$ cat src/rtl/ws2812b_pkg.sv
// Shared constants, state encoding and ns-to-cycles conversion for the
// WS2812B/SK6812 streaming LED driver.
package ws2812b_pkg;

  localparam int DEF_CLOCK_MHZ   = 64;
  localparam int DEF_T0H_NS      = 400;
  localparam int DEF_T1H_NS      = 800;
  localparam int DEF_PERIOD_NS   = 1250;
  localparam int DEF_RESET_NS    = 325000;
  localparam int DEF_UNDERRUN_NS = 5000;

  // FIFO entry: {latch, data[31:0]}
  localparam int ENTRY_W = 33;

  typedef enum logic [1:0] {
    ST_IDLE      = 2'd0,
    ST_SEND      = 2'd1,
    ST_HOLD      = 2'd2,
    ST_RESET_LOW = 2'd3
  } state_t;

  // round(mhz * ns / 1000), evaluated in 64 bits, truncated to 16 bits
  function automatic logic [15:0] cycles_from_ns(input longint mhz, input longint ns);
    longint full;
    full = (mhz * ns + 64'sd500) / 64'sd1000;
    return full[15:0];
  endfunction

endpackage

$ cat src/rtl/ws2812b_fifo.sv
// Synchronous show-ahead FIFO: o_rd_data always presents the oldest entry.
// DEPTH must be a power of two so the pointers wrap naturally.
module ws2812b_fifo #(
  parameter int WIDTH = 33,
  parameter int DEPTH = 8
) (
  input  logic                         clk,
  input  logic                         rst,
  input  logic                         i_push,
  input  logic [WIDTH-1:0]             i_wr_data,
  input  logic                         i_pop,
  output logic [WIDTH-1:0]             o_rd_data,
  output logic                         o_full,
  output logic                         o_empty,
  output logic [$clog2(DEPTH+1)-1:0]   o_level
);

  localparam int AW = $clog2(DEPTH);
  localparam int LW = $clog2(DEPTH + 1);

  logic [WIDTH-1:0] r_mem [DEPTH];
  logic [AW-1:0]    r_wr_ptr;
  logic [AW-1:0]    r_rd_ptr;
  logic [LW-1:0]    r_level;
  logic             w_do_push;
  logic             w_do_pop;

  assign o_full    = (r_level == LW'(DEPTH));
  assign o_empty   = (r_level == '0);
  assign o_level   = r_level;
  assign o_rd_data = r_mem[r_rd_ptr];
  assign w_do_push = i_push && !o_full;
  assign w_do_pop  = i_pop && !o_empty;

  always_ff @(posedge clk) begin
    if (rst) begin
      r_wr_ptr <= '0;
      r_rd_ptr <= '0;
      r_level  <= '0;
    end else begin
      if (w_do_push) r_wr_ptr <= r_wr_ptr + 1'b1;
      if (w_do_pop)  r_rd_ptr <= r_rd_ptr + 1'b1;
      case ({w_do_push, w_do_pop})
        2'b10:   r_level <= r_level + 1'b1;
        2'b01:   r_level <= r_level - 1'b1;
        default: r_level <= r_level;
      endcase
    end
  end

  // Storage carries data only, so it is left out of reset.
  always_ff @(posedge clk) begin
    if (w_do_push) r_mem[r_wr_ptr] <= i_wr_data;
  end

endmodule

$ cat src/rtl/ws2812b_stream.sv
// Buffered WS2812B/SK6812 transmitter: FIFO-fed bit engine that streams
// 24/32-bit pixels gap-free, latches frames and flags starvation.
module ws2812b_stream
  import ws2812b_pkg::*;
#(
  parameter int CLOCK_MHZ   = DEF_CLOCK_MHZ,
  parameter int FIFO_DEPTH  = 8,
  parameter int T0H_NS      = DEF_T0H_NS,
  parameter int T1H_NS      = DEF_T1H_NS,
  parameter int PERIOD_NS   = DEF_PERIOD_NS,
  parameter int RESET_NS    = DEF_RESET_NS,
  parameter int UNDERRUN_NS = DEF_UNDERRUN_NS
) (
  input  logic                                clk,
  input  logic                                rst,
  input  logic [31:0]                         s_data,
  input  logic                                s_latch,
  input  logic                                s_valid,
  output logic                                s_ready,
  input  logic                                rgbw,
  output logic                                led,
  output logic                                busy,
  output logic                                underrun,
  input  logic                                clr_underrun,
  output logic [$clog2(FIFO_DEPTH+1)-1:0]     fifo_level
);

  localparam logic [15:0] C_T0H      = cycles_from_ns(longint'(CLOCK_MHZ), longint'(T0H_NS));
  localparam logic [15:0] C_T1H      = cycles_from_ns(longint'(CLOCK_MHZ), longint'(T1H_NS));
  localparam logic [15:0] C_PERIOD   = cycles_from_ns(longint'(CLOCK_MHZ), longint'(PERIOD_NS));
  localparam logic [15:0] C_RESET    = cycles_from_ns(longint'(CLOCK_MHZ), longint'(RESET_NS));
  localparam logic [15:0] C_UNDERRUN = cycles_from_ns(longint'(CLOCK_MHZ), longint'(UNDERRUN_NS));

  state_t              r_state;
  state_t              w_state_nxt;
  logic [15:0]         r_cnt;
  logic [31:0]         r_shift;
  logic [4:0]          r_bitcnt;
  logic                r_latch;
  logic                r_led;
  logic                r_rdy_en;
  logic                r_underrun;
  logic                w_push;
  logic                w_pop;
  logic                w_shift;
  logic                w_cnt_clr;
  logic                w_set_ur;
  logic                w_full;
  logic                w_empty;
  logic [ENTRY_W-1:0]  w_head;
  logic [15:0]         w_txh;

  assign s_ready  = r_rdy_en && !w_full;
  assign w_push   = s_valid && s_ready;
  assign busy     = (r_state != ST_IDLE) || !w_empty;
  assign led      = r_led;
  assign underrun = r_underrun;
  assign w_txh    = r_shift[31] ? C_T1H : C_T0H;

  ws2812b_fifo #(
    .WIDTH (ENTRY_W),
    .DEPTH (FIFO_DEPTH)
  ) u_fifo (
    .clk       (clk),
    .rst       (rst),
    .i_push    (w_push),
    .i_wr_data ({s_latch, s_data}),
    .i_pop     (w_pop),
    .o_rd_data (w_head),
    .o_full    (w_full),
    .o_empty   (w_empty),
    .o_level   (fifo_level)
  );

  always_comb begin
    w_state_nxt = r_state;
    w_pop       = 1'b0;
    w_shift     = 1'b0;
    w_cnt_clr   = 1'b0;
    w_set_ur    = 1'b0;
    case (r_state)
      ST_IDLE: begin
        w_cnt_clr = 1'b1;
        if (!w_empty) begin
          w_pop       = 1'b1;
          w_state_nxt = ST_SEND;
        end
      end
      ST_SEND: begin
        if (r_cnt == C_PERIOD - 16'd1) begin
          w_cnt_clr = 1'b1;
          if (r_bitcnt != 5'd0) w_shift = 1'b1;
          else if (r_latch)     w_state_nxt = ST_RESET_LOW;
          else if (!w_empty)    w_pop = 1'b1;  // next pixel starts with no gap
          else                  w_state_nxt = ST_HOLD;
        end
      end
      ST_HOLD: begin
        if (!w_empty) begin
          w_pop       = 1'b1;
          w_cnt_clr   = 1'b1;
          w_state_nxt = ST_SEND;
        end else if (r_cnt == C_UNDERRUN - 16'd1) begin
          w_set_ur    = 1'b1;
          w_cnt_clr   = 1'b1;
          w_state_nxt = ST_RESET_LOW;
        end
      end
      ST_RESET_LOW: begin
        if (r_cnt == C_RESET - 16'd1) begin
          w_cnt_clr   = 1'b1;
          w_state_nxt = ST_IDLE;
        end
      end
      default: begin
        w_cnt_clr   = 1'b1;
        w_state_nxt = ST_RESET_LOW;
      end
    endcase
  end

  always_ff @(posedge clk) begin
    if (rst) begin
      r_state    <= ST_RESET_LOW;
      r_cnt      <= '0;
      r_led      <= 1'b0;
      r_rdy_en   <= 1'b0;
      r_underrun <= 1'b0;
    end else begin
      r_state  <= w_state_nxt;
      r_cnt    <= w_cnt_clr ? 16'd0 : r_cnt + 16'd1;
      r_led    <= (r_state == ST_SEND) && (r_cnt < w_txh);
      r_rdy_en <= 1'b1;
      if (w_set_ur)          r_underrun <= 1'b1;
      else if (clr_underrun) r_underrun <= 1'b0;
    end
  end

  // Shift register is pure data; the FSM guarantees it is loaded before use.
  always_ff @(posedge clk) begin
    if (w_pop) begin
      r_shift  <= rgbw ? w_head[31:0] : {w_head[23:0], 8'h00};
      r_bitcnt <= rgbw ? 5'd31 : 5'd23;
      r_latch  <= w_head[32];
    end else if (w_shift) begin
      r_shift  <= {r_shift[30:0], 1'b0};
      r_bitcnt <= r_bitcnt - 5'd1;
    end
  end

endmodule
$ cat config.mk
export PLATFORM = sky130hd
export DESIGN_NAME = ws2812b_stream
export DESIGN_NICKNAME = d
export VERILOG_FILES = /design/src/rtl/ws2812b_pkg.sv /design/src/rtl/ws2812b_fifo.sv /design/src/rtl/ws2812b_stream.sv
export SDC_FILE = /design/constraint.sdc
export NUM_CORES = 1
export LEC_CHECK = 0
export CAP_MARGIN = 10
export CORE_UTILIZATION = 60
export CTS_CLUSTER_DIAMETER = 60
export DETAILED_ROUTE_END_ITERATION = 10
export HOLD_SLACK_MARGIN = 0.06
export PLACE_DENSITY = 0.79
export SYNTH_ARGS = -nofsm -noshare
export SYNTH_HDL_FRONTEND = slang
export SYNTH_HIERARCHICAL = 1
export SYNTH_SLANG_ARGS = --single-unit
$ cat constraint.sdc
create_clock -name clk -period 6.08 [get_ports clk]
set_clock_uncertainty 0.05 [all_clocks]
set_input_delay 1.52 -clock clk [delete_from_list [all_inputs] [get_ports clk]]
set_output_delay 1.52 -clock clk [all_outputs]
set_load 0.005 [all_outputs]
* After elaboration in Yosys (flattened, before gate mapping)
Memories as Yosys holds them, arrays and structs flattened. A register that Yosys moved wholly into a read port is not among the register bits.
Cells that the tools add are included.
W data, S select, Z words.
** Storage, ports and cells
- Output and inout bits :: 8
- Memories kept :: 1
- ROM bits :: 0
- RAM bits :: 264
- Latch bits :: 0
- Register bits after elaboration :: 69
** Cells by class
- Muxes and demuxes :: 39
- Bitwise operators :: 0
- Multiply operators :: 0
- Shift operators :: 0
- Reduce and logical (&&, ||, !) cells :: 18
- Eq/ne operators :: 15
- Magnitude comparators :: 1
- Add/sub/neg operators :: 6
- Div/mod/pow operators :: 0
** Memories
- u_fifo.r_mem :: depth 8, bits a word 33, read ports 1, clocked after memory_dff 1, wr ports 1, line ws2812b_fifo.sv:21 : logic [WIDTH-1:0] r_mem [DEPTH];
** Operators with widths (number)
- $mux W32 :: 3
- $mux W1 :: 18
- $add A16 B1 Y16 const B :: 1
- $eq A16 B15 Y1 const B :: 1
- $eq A16 B7 Y1 const B :: 1
- $eq A16 B9 Y1 const B :: 1
- $lt A16 B6 Y1 :: 1
- $mux W2 :: 8
- $mux W5 :: 2
- $ne A2 B2 Y1 const B :: 4
- $pmux W2 S4 :: 1
- $pmux W4 S2 :: 1
- $reduce_bool A2 Y1 :: 4
- $add A3 B1 Y3 const B :: 2
- $eq A2 B2 Y1 const B :: 3
- $mux W3 :: 2
- $mux W6 :: 1
- $reduce_and A6 Y1 :: 1
- $logic_and A1 B1 Y1 :: 5
- $reduce_bool A5 Y1 :: 1
- $sub A5 B1 Y5 const B :: 1
- $add A4 B1 Y4 const B :: 1
- $eq A2 B1 Y1 const B :: 2
- $eq A4 B4 Y1 const B :: 1
- 11 further kinds :: 13

* Longest topological paths before layout
Gate-level depths: netlist of run 1.
- Depth in word-level cells :: 9
- Depth in mapped cells :: 15
- Gate-level depth less buffers :: 14

* By module
The synthesis of run 1 kept the hierarchy.
** By module, submodules not included
- ws2812b_fifo :: times used 1, area an instance 10572.6 sq um, seq. area each 8187.9 sq um, cells an instance 455
- ws2812b_stream :: times used 1, area an instance 2944.1 sq um, seq. area each 1561.5 sq um, cells an instance 293

* Least setup slack after synthesis of run 1
Ideal clock, no wire load.
- Path kind :: input to register
- Start :: in s_valid
- End :: mem u_fifo.r_mem[0][0] (enable)
- Path buffers :: 0
- Stages on the path :: 3
- Arrival :: 4.984 ns
- Setup time :: 0.506 ns
- Required time :: 5.524 ns
- Slack :: 0.540 ns
- Path through :: and2_1 nand2_4 nor4_1
** Between the ends
- Cells in the longest elaborated chain, start to end :: 4
** Ends and longest elaborated chain
- start: declaration :: line ws2812b_stream.sv:18 : input logic s_valid,
- $logic_and A1 B1 Y1 :: line ws2812b_stream.sv:54 : assign w_push = s_valid && s_ready;
- $logic_and A1 B1 Y1 :: line ws2812b_fifo.sv:32 : assign w_do_push = i_push && !o_full;
- $mux W1 :: line ws2812b_fifo.sv:53 : if (w_do_push) r_mem[r_wr_ptr] <= i_wr_data;
- $mux W1 (not written as such) :: line ws2812b_fifo.sv:53
- end: declaration :: line ws2812b_fifo.sv:21
Every way passes these cells.

* Worst setup path in the final report of run 1
- Start :: reg r_bitcnt[0]
- End :: reg u_fifo.r_level[2] (netlist: u_fifo/o_level[2])
** Between the ends
- Cells in the longest elaborated chain, start to end :: 7
- Elaborated cells on any way between the ends :: 9
** Ends and longest elaborated chain
- start: declaration :: line ws2812b_stream.sv:38 : logic [4:0] r_bitcnt;
- start signal: assignment :: line ws2812b_stream.sv:143 : r_bitcnt <= rgbw ? 5'd31 : 5'd23;
- start signal: assignment :: line ws2812b_stream.sv:147 : r_bitcnt <= r_bitcnt - 5'd1;
- $reduce_bool A5 Y1 * :: line ws2812b_stream.sv:92 : if (r_bitcnt != 5'd0) w_shift = 1'b1;
- $mux W1 * :: line ws2812b_stream.sv:92
- $mux W1 * :: line ws2812b_stream.sv:90 : if (r_cnt == C_PERIOD - 16'd1) begin
- $pmux W1 S2 * :: line ws2812b_stream.sv:81 : case (r_state)
- via w_pop :: line ws2812b_stream.sv:44 : logic w_pop;
- $logic_and A1 B1 Y1 * :: line ws2812b_fifo.sv:33 : assign w_do_pop = i_pop && !o_empty;
- via u_fifo.w_do_pop :: line ws2812b_fifo.sv:26 : logic w_do_pop;
- $eq A2 B1 Y1 / $eq A2 B2 Y1 (equally long branches) :: line ws2812b_fifo.sv:43 : case ({w_do_push, w_do_pop})
- $pmux W4 S2 / $reduce_bool A2 Y1 (equally long branches)
- end signal: assignment :: line ws2812b_fifo.sv:44 : 2'b10: r_level <= r_level + 1'b1;
- end signal: assignment :: line ws2812b_fifo.sv:45 : 2'b01: r_level <= r_level - 1'b1;
- end signal: assignment :: line ws2812b_fifo.sv:46 : default: r_level <= r_level;
- end: declaration :: line ws2812b_fifo.sv:24 : logic [LW-1:0] r_level;
Mark *: on every way through the listed nets, which the timed path passes. The rest lies on a longest branch.
A chain may end at the register's enable or synchronous reset.

==> results.txt, run 1 <==
Worst path cell trace - inv_1, ha_1, or4b_2, nor3_1, a31oi_4, buf_4, inv_1, o41a_1, ha_1, xor2_1, ha_1, a21oi_1, xor2_1, or3_1, a21oi_1
Final #Nets - 852
Worst skew pair latency - 0.52 ns
Min cycle time layout - 4.15 ns
Post-synthesis cell type count - 46
R2R Path Start - r_bitcnt[0]$_SDFFCE_PN1P_
Seq cells post-synth - 336
Via count - 6864
ANT nets after route - 0
Via-to-Cell Ratio - 6.18
Req. time, crit path - 6.45 ns
GR Util All Layers - 0.228
Synth Cell Area - 13500 sq um
Die height - 152 um
Drt first pass iters - 9
CP bufs+invs - 3
CTS buffer count - 35
Status - finished with violations
Setup CP Type - register to register
Hold Crit Class - register to register
Worst Max-Slew Pin Slew - 1.18 ns
Maximum vdd drop - 272 uV
Worst setup margin - 1.93 ns
TritonCTS clock tree - built
CP max FO - 70
Initial core utilization - 0.616
Boundary Pins - 46
EDFF count, synth - 302
Die Wd - 152 um
CTS H-tree depth - 2
Failing checks - design-rule violations
Drt drc - 7
Relative slew slack - 0.211
Total die area - 23100 sq um
Diode count - 0
WL/cell - 22.7 um
Pre-CTS setup slack - 2.01 ns
Post-CTS sizing - 0
Area delta synth->final - 14.2%
Placed cells - 1047
Most common cell in the netlist - edfxtp_1
Cell taking the most area after synthesis - edfxtp_1
Power density over the cells - 313 nW/um^2
Net Count, Synth - 796
Iter 0 DRT Violations - 483
Placer Congestion - 0.834
IO Port Bufs - 45
Worst setup EP type - register
Yosys top cell area share - 0.671
Critical Path Start - r_bitcnt[0]$_SDFFCE_PN1P_
Comb power frac - 0.027
Ys Warns - 6
Post-synthesis sequential area ratio - 0.721
CP arrival - 4.52 ns
Fmax - 241 MHz
Final cell count without fillers - 1111
First-pass GRT wire length - 39.9 mm
Fraction of layout cells with a size suffix above 1 - 0.214
Gr ovfl total - 0
Maximum root-to-sink buffer count - 3
Net Sw Frac - 0.193
CP max stage delay - 0.62 ns
Synth top area cells - edfxtp_1 (67%), mux4_2 (11%), dfxtp_1 (5.0%), mux2_2 (2.7%), mux2i_1 (1.9%)
Average cell area after synthesis - 18.1 sq um
CP top delay family - simple AND/OR/NAND/NOR gates
Sw Pwr - 931 uW
Sequential fraction of design power - 0.527
Syn Inst Count - 748
Most used cell, CP - ha_1
Crit start category - register
Primary FF master, synth - edfxtp_1
RSZ-0062 raised after global routing - false
Internal power - 3.90 mW
Asr flop ratio synth - 0
P_leak - 5.00 nW
Power after layout - 4.83 mW
Post-CTS setup buffers - 0
Most common library cells after synthesis - edfxtp_1 (302), mux4_2 (66), nand2_1 (55), nor2_1 (37), o21ai_0 (35)
CTS Hold Bufs - 0
Clk sinks - 336
Setup_tns - 0 ns
Clk slew on worst S/H paths - 0.06 ns
Site row count - 54
Final clock period utilization by the worst path - 0.683
# setup viols final - 0
Slew Viols, Final - 0
Initial antenna violation count - 0
Fin. Hold Viols - 0
Largest net degree at the start of global routing - 71
Core area - 22000 sq um
Vias in the first global route - 7102
Min-delay src - underrun$_SDFFE_PP0P_
Routed wire length - 25.2 mm
Detail Placement HPWL - 14.2 mm
Max Cap Viol - 0
CTS root buffer - clkbuf_16
Slowest-stage cell, CP - or4b_2
Clock Power Share - 0.446
final timing paths:
kind	end	slack, ns	depth (start not counted)
setup / recovery	u_fifo/o_level[2]$_SDFFE_PP0P_	1.93	15
hold reg to reg	underrun$_SDFFE_PP0P_	0.42	2
hold / removal	underrun$_SDFFE_PP0P_	0.42	2
setup reg to reg	u_fifo/o_level[2]$_SDFFE_PP0P_	1.93	15
logic make-up (layout without fill, tap and decap cells):
| family | count (synthesis) | count (layout) | share of synthesized area |
|---|---|---|---|
| adder cells (fa/ha/maj) | 10 | 10 | 0.00926 |
| XOR/XNOR | 24 | 24 | 0.0156 |
| flip-flops | 336 | 336 | 0.721 |
| buffers and inverters | 43 | 126 | 0.0167 |
| AND/OR/NAND/NOR | 153 | 153 | 0.0564 |
| AO/OA/AOI/OAI | 56 | 56 | 0.0233 |
| multiplexers | 126 | 126 | 0.158 |
layout by cell type, fill, tap and decap left out, types with 11 or more instances in the layout:
| cell | Yosys | final |
|---|---|---|
| clkbuf_16 | 0 | 36 |
| clkdlybuf4s50_1 | 0 | 44 |
| dfxtp_1 | 34 | 32 |
| edfxtp_1 | 302 | 302 |
| mux2_2 | 33 | 33 |
| mux2i_1 | 26 | 26 |
| mux4_2 | 66 | 66 |
| nand2_1 | 55 | 55 |
| nor2_1 | 37 | 34 |
| nor3_1 | 15 | 11 |
| o21ai_0 | 35 | 35 |
| xnor2_1 | 12 | 12 |
| xor2_1 | 12 | 12 |
power by group through the flow:
stage / clock, mW / sequential [mW] / combinational (mW)
2_1_floorplan: 0 / 2.59 / 0.0603
3_3_place_gp: 0 / 2.59 / 0.122
3_5_place_dp: 0 / 2.59 / 0.128
4_1_cts: 2.19 / 2.54 / 0.130
5_1_grt: 2.28 / 2.54 / 0.140
6_report: 2.15 / 2.54 / 0.130
metrics by stage:
stage	instance area (sq um)	hold slack, ns	util
2_1_floorplan	13500	0.384	-
3_3_place_gp	14300	0.398	0.649
3_5_place_dp	14300	0.423	0.649
4_1_cts	15400	0.430	0.703
5_1_grt	15400	0.450	0.703
6_report	15400	0.424	0.703
final cells by class:
| class | count | area, sq um |
|---|---|---|
| sequential | 336 | 9750 |
| fill | 1316 | 6530 |
| multi-input combinational | 369 | 3610 |
| clock buffer | 43 | 927 |
| timing repair buffer | 55 | 520 |
| tap | 280 | 350 |
| clock inverter | 21 | 249 |
| inverter | 7 | 26.3 |
layer usage:
layer	vias to the layer above	share of wire	wire length, um	track usage
met3	47	0.047	1170	0.0368
met2	200	0.53	13300	0.402
met4	0	0.022	564	0.0709
met1	3551	0.41	10200	0.293
li1	3066	-	-	-
met5	-	0	0	0
sequential cells by signal (all words and copies together) (netlist names), named ones only:
| signal | cells |
|---|---|
| u_fifo/r_mem | 264 |
| r_shift | 32 |
| r_cnt | 16 |
| r_bitcnt | 5 |
| u_fifo/o_level | 4 |
| u_fifo/r_rd_ptr | 3 |
| u_fifo/r_wr_ptr | 3 |
| r_state | 2 |
| led | 1 |
| r_latch | 1 |
| r_rdy_en | 1 |
| underrun | 1 |
worst min-delay path, delay by kind of cell, from the launching register on:
kind             cells  cell delay [ns]
flip-flops           1             0.31
AND/OR/NAND/NOR      1             0.07
AO/OA/AOI/OAI        1             0.05
(Power assumes the default switching activity.)
==> inputs of run 2 (changes only) <==
CORE_UTILIZATION = 55   (was 60)
PLACE_DENSITY = 0.77   (was 0.79)
clock period = 3.55 ns   (was 6.08 ns; I/O delays follow)
==> run 2 against run 1 <==
Against the previous run: the flow now finishes without violations; non-clock buffer count up 10; critical path depth is 1 lower; total power up 66%; combinational power increased by 77%; register-to-register slack worse by 1.7 ns; core utilization down 5.6 points; clock-buffer cell count increased by 3; final cell count rose by 4.8%; sequential share of layout area is 0.82 points lower; hold slack gained 0.010 ns.
==> results.txt, run 2 (synthesis results as in run 1) <==
Fmax - 302 MHz
Total die area - 25200 sq um
Largest registers - u_fifo/r_mem (264), r_shift (32), r_cnt (16)
ANT nets after route - 0
Power density over the cells - 511 nW/um^2
Worst Max-Slew Pin Slew - 0.910 ns
CP bufs+invs - 2
Placer Congestion - 0.781
Clk slew on worst S/H paths - 0.06 ns
WL/cell - 21.5 um
Req. time, crit path - 3.93 ns
Area delta synth->final - 15.7%
Initial core utilization - 0.559
Power after layout - 8.00 mW
Post-CTS setup buffers - 0
CTS buffer count - 35
Gr ovfl total - 0
Final clock period utilization by the worst path - 0.933
Setup_tns - 0 ns
Vias in the first global route - 7174
Via-to-Cell Ratio - 5.92
Max reg flops - 264
Max Cap Viol - 0
Crit start category - register
TritonCTS clock tree - built
CTS H-tree depth - 2
Min cycle time layout - 3.31 ns
First-pass GRT wire length - 39.8 mm
Final #Nets - 862
Hold Crit Class - register to register
Initial antenna violation count - 0
Fin. Hold Viols - 0
Diode count - 0
Maximum root-to-sink buffer count - 3
Slowest-stage cell, CP - or4b_2
Setup CP Type - register to register
Maximum vdd drop - 632 uV
Worst path cell trace - inv_1, ha_1, or4b_2, nor3_4, a31oi_4, inv_1, o41a_1, ha_4, xor2_1, ha_1, a21oi_1, xor2_1, or3_1, a21oi_1
Drt drc - 0
GR Util All Layers - 0.205
# setup viols final - 0
Boundary Pins - 46
Detail Placement HPWL - 14.4 mm
Routed wire length - 25.1 mm
Reg with most FFs - u_fifo/r_mem
Worst setup EP type - register
CP top delay family - simple AND/OR/NAND/NOR gates
Commonest non-fill, non-tap cells in the layout - edfxtp_1 (302), mux4_2 (66), nand2_1 (55)
RSZ-0062 raised after global routing - false
P_leak - 5.03 nW
Status - finished, final reports clean
Fraction of layout cells with a size suffix above 1 - 0.223
CP max stage delay - 0.66 ns
Die Wd - 159 um
Core area - 24200 sq um
Largest net degree at the start of global routing - 70
CP max FO - 5
Clk sinks - 336
Die height - 159 um
Drt first pass iters - 6
CP arrival - 3.69 ns
Worst skew pair latency - 0.51 ns
Via count - 6887
Slew Viols, Final - 0
IO Port Bufs - 45
Relative slew slack - 0.393
Site row count - 57
CTS root buffer - clkbuf_16
Iter 0 DRT Violations - 686
Commonest non-fill, non-tap cell in the layout - edfxtp_1
## run 2: changes by cell type in the layout (fill, tap and decap cells not counted), sizes merged
cell,change
clkinv,-1
bufinv,-3
clkbuf,+3
buf,+10
## run 2: worst paths after layout
check,depth (start not counted),start,slack [ns],to
setup / recovery,14,r_bitcnt[0]$_SDFFCE_PN1P_,0.24,u_fifo/o_level[2]$_SDFFE_PP0P_
hold / removal,1,r_cnt[0]$_SDFF_PP0_,0.43,r_cnt[0]$_SDFF_PP0_
setup reg to reg,14,r_bitcnt[0]$_SDFFCE_PN1P_,0.24,u_fifo/o_level[2]$_SDFFE_PP0P_
hold reg to reg,1,r_cnt[0]$_SDFF_PP0_,0.43,r_cnt[0]$_SDFF_PP0_
## run 2: cell type report
| cell class | count | area [sq um] |
|---|---|---|
| Inverter | 7 | 26.3 |
| Sequential cell | 336 | 9750 |
| Clock inverter | 17 | 144 |
| Clock buffer | 46 | 938 |
| Timing Repair Buffer | 65 | 721 |
| Fill cell | 1586 | 8540 |
| Multi-Input combinational cell | 369 | 3650 |
| Tap cell | 324 | 405 |
## run 2: through the flow
stage,area (sq um),cells,hold slack [ns],utilization,setup slack [ns]
3_3_place_gp,14500,1101,0.396,0.601,0.333
5_1_grt,15600,1164,0.445,0.647,0.0233
3_5_place_dp,14500,1101,0.421,0.601,0.102
2_1_floorplan,13500,748,0.384,-,-0.539
4_1_cts,15600,1164,0.435,0.646,0.0718
6_report,15600,1164,0.435,0.647,0.238
## run 2: timing repair
item / in CTS / in global routing
resized for setup: 0 / 5
hold buffers: 0 / 0
hold endpoints to repair: 0 / 0
endpoints found under the setup margin: 0 / 2
## run 2: power breakdown
group / leakage, nW / switching [mW] / internal, mW / total, mW
clock: 0.524 / 1.39 / 2.02 / 3.41
combinational: 1.60 / 0.125 / 0.104 / 0.230
sequential: 2.91 / 0.0185 / 4.34 / 4.36
## run 2: metal layers
metal / routed length [um] / GRT usage / vias up
li1: - / - / 3086
met1: 10200 / 0.269 / 3561
met2: 13100 / 0.353 / 197
met3: 1210 / 0.0319 / 43
met4: 514 / 0.0644 / 0
met5: 0 / 0 / -
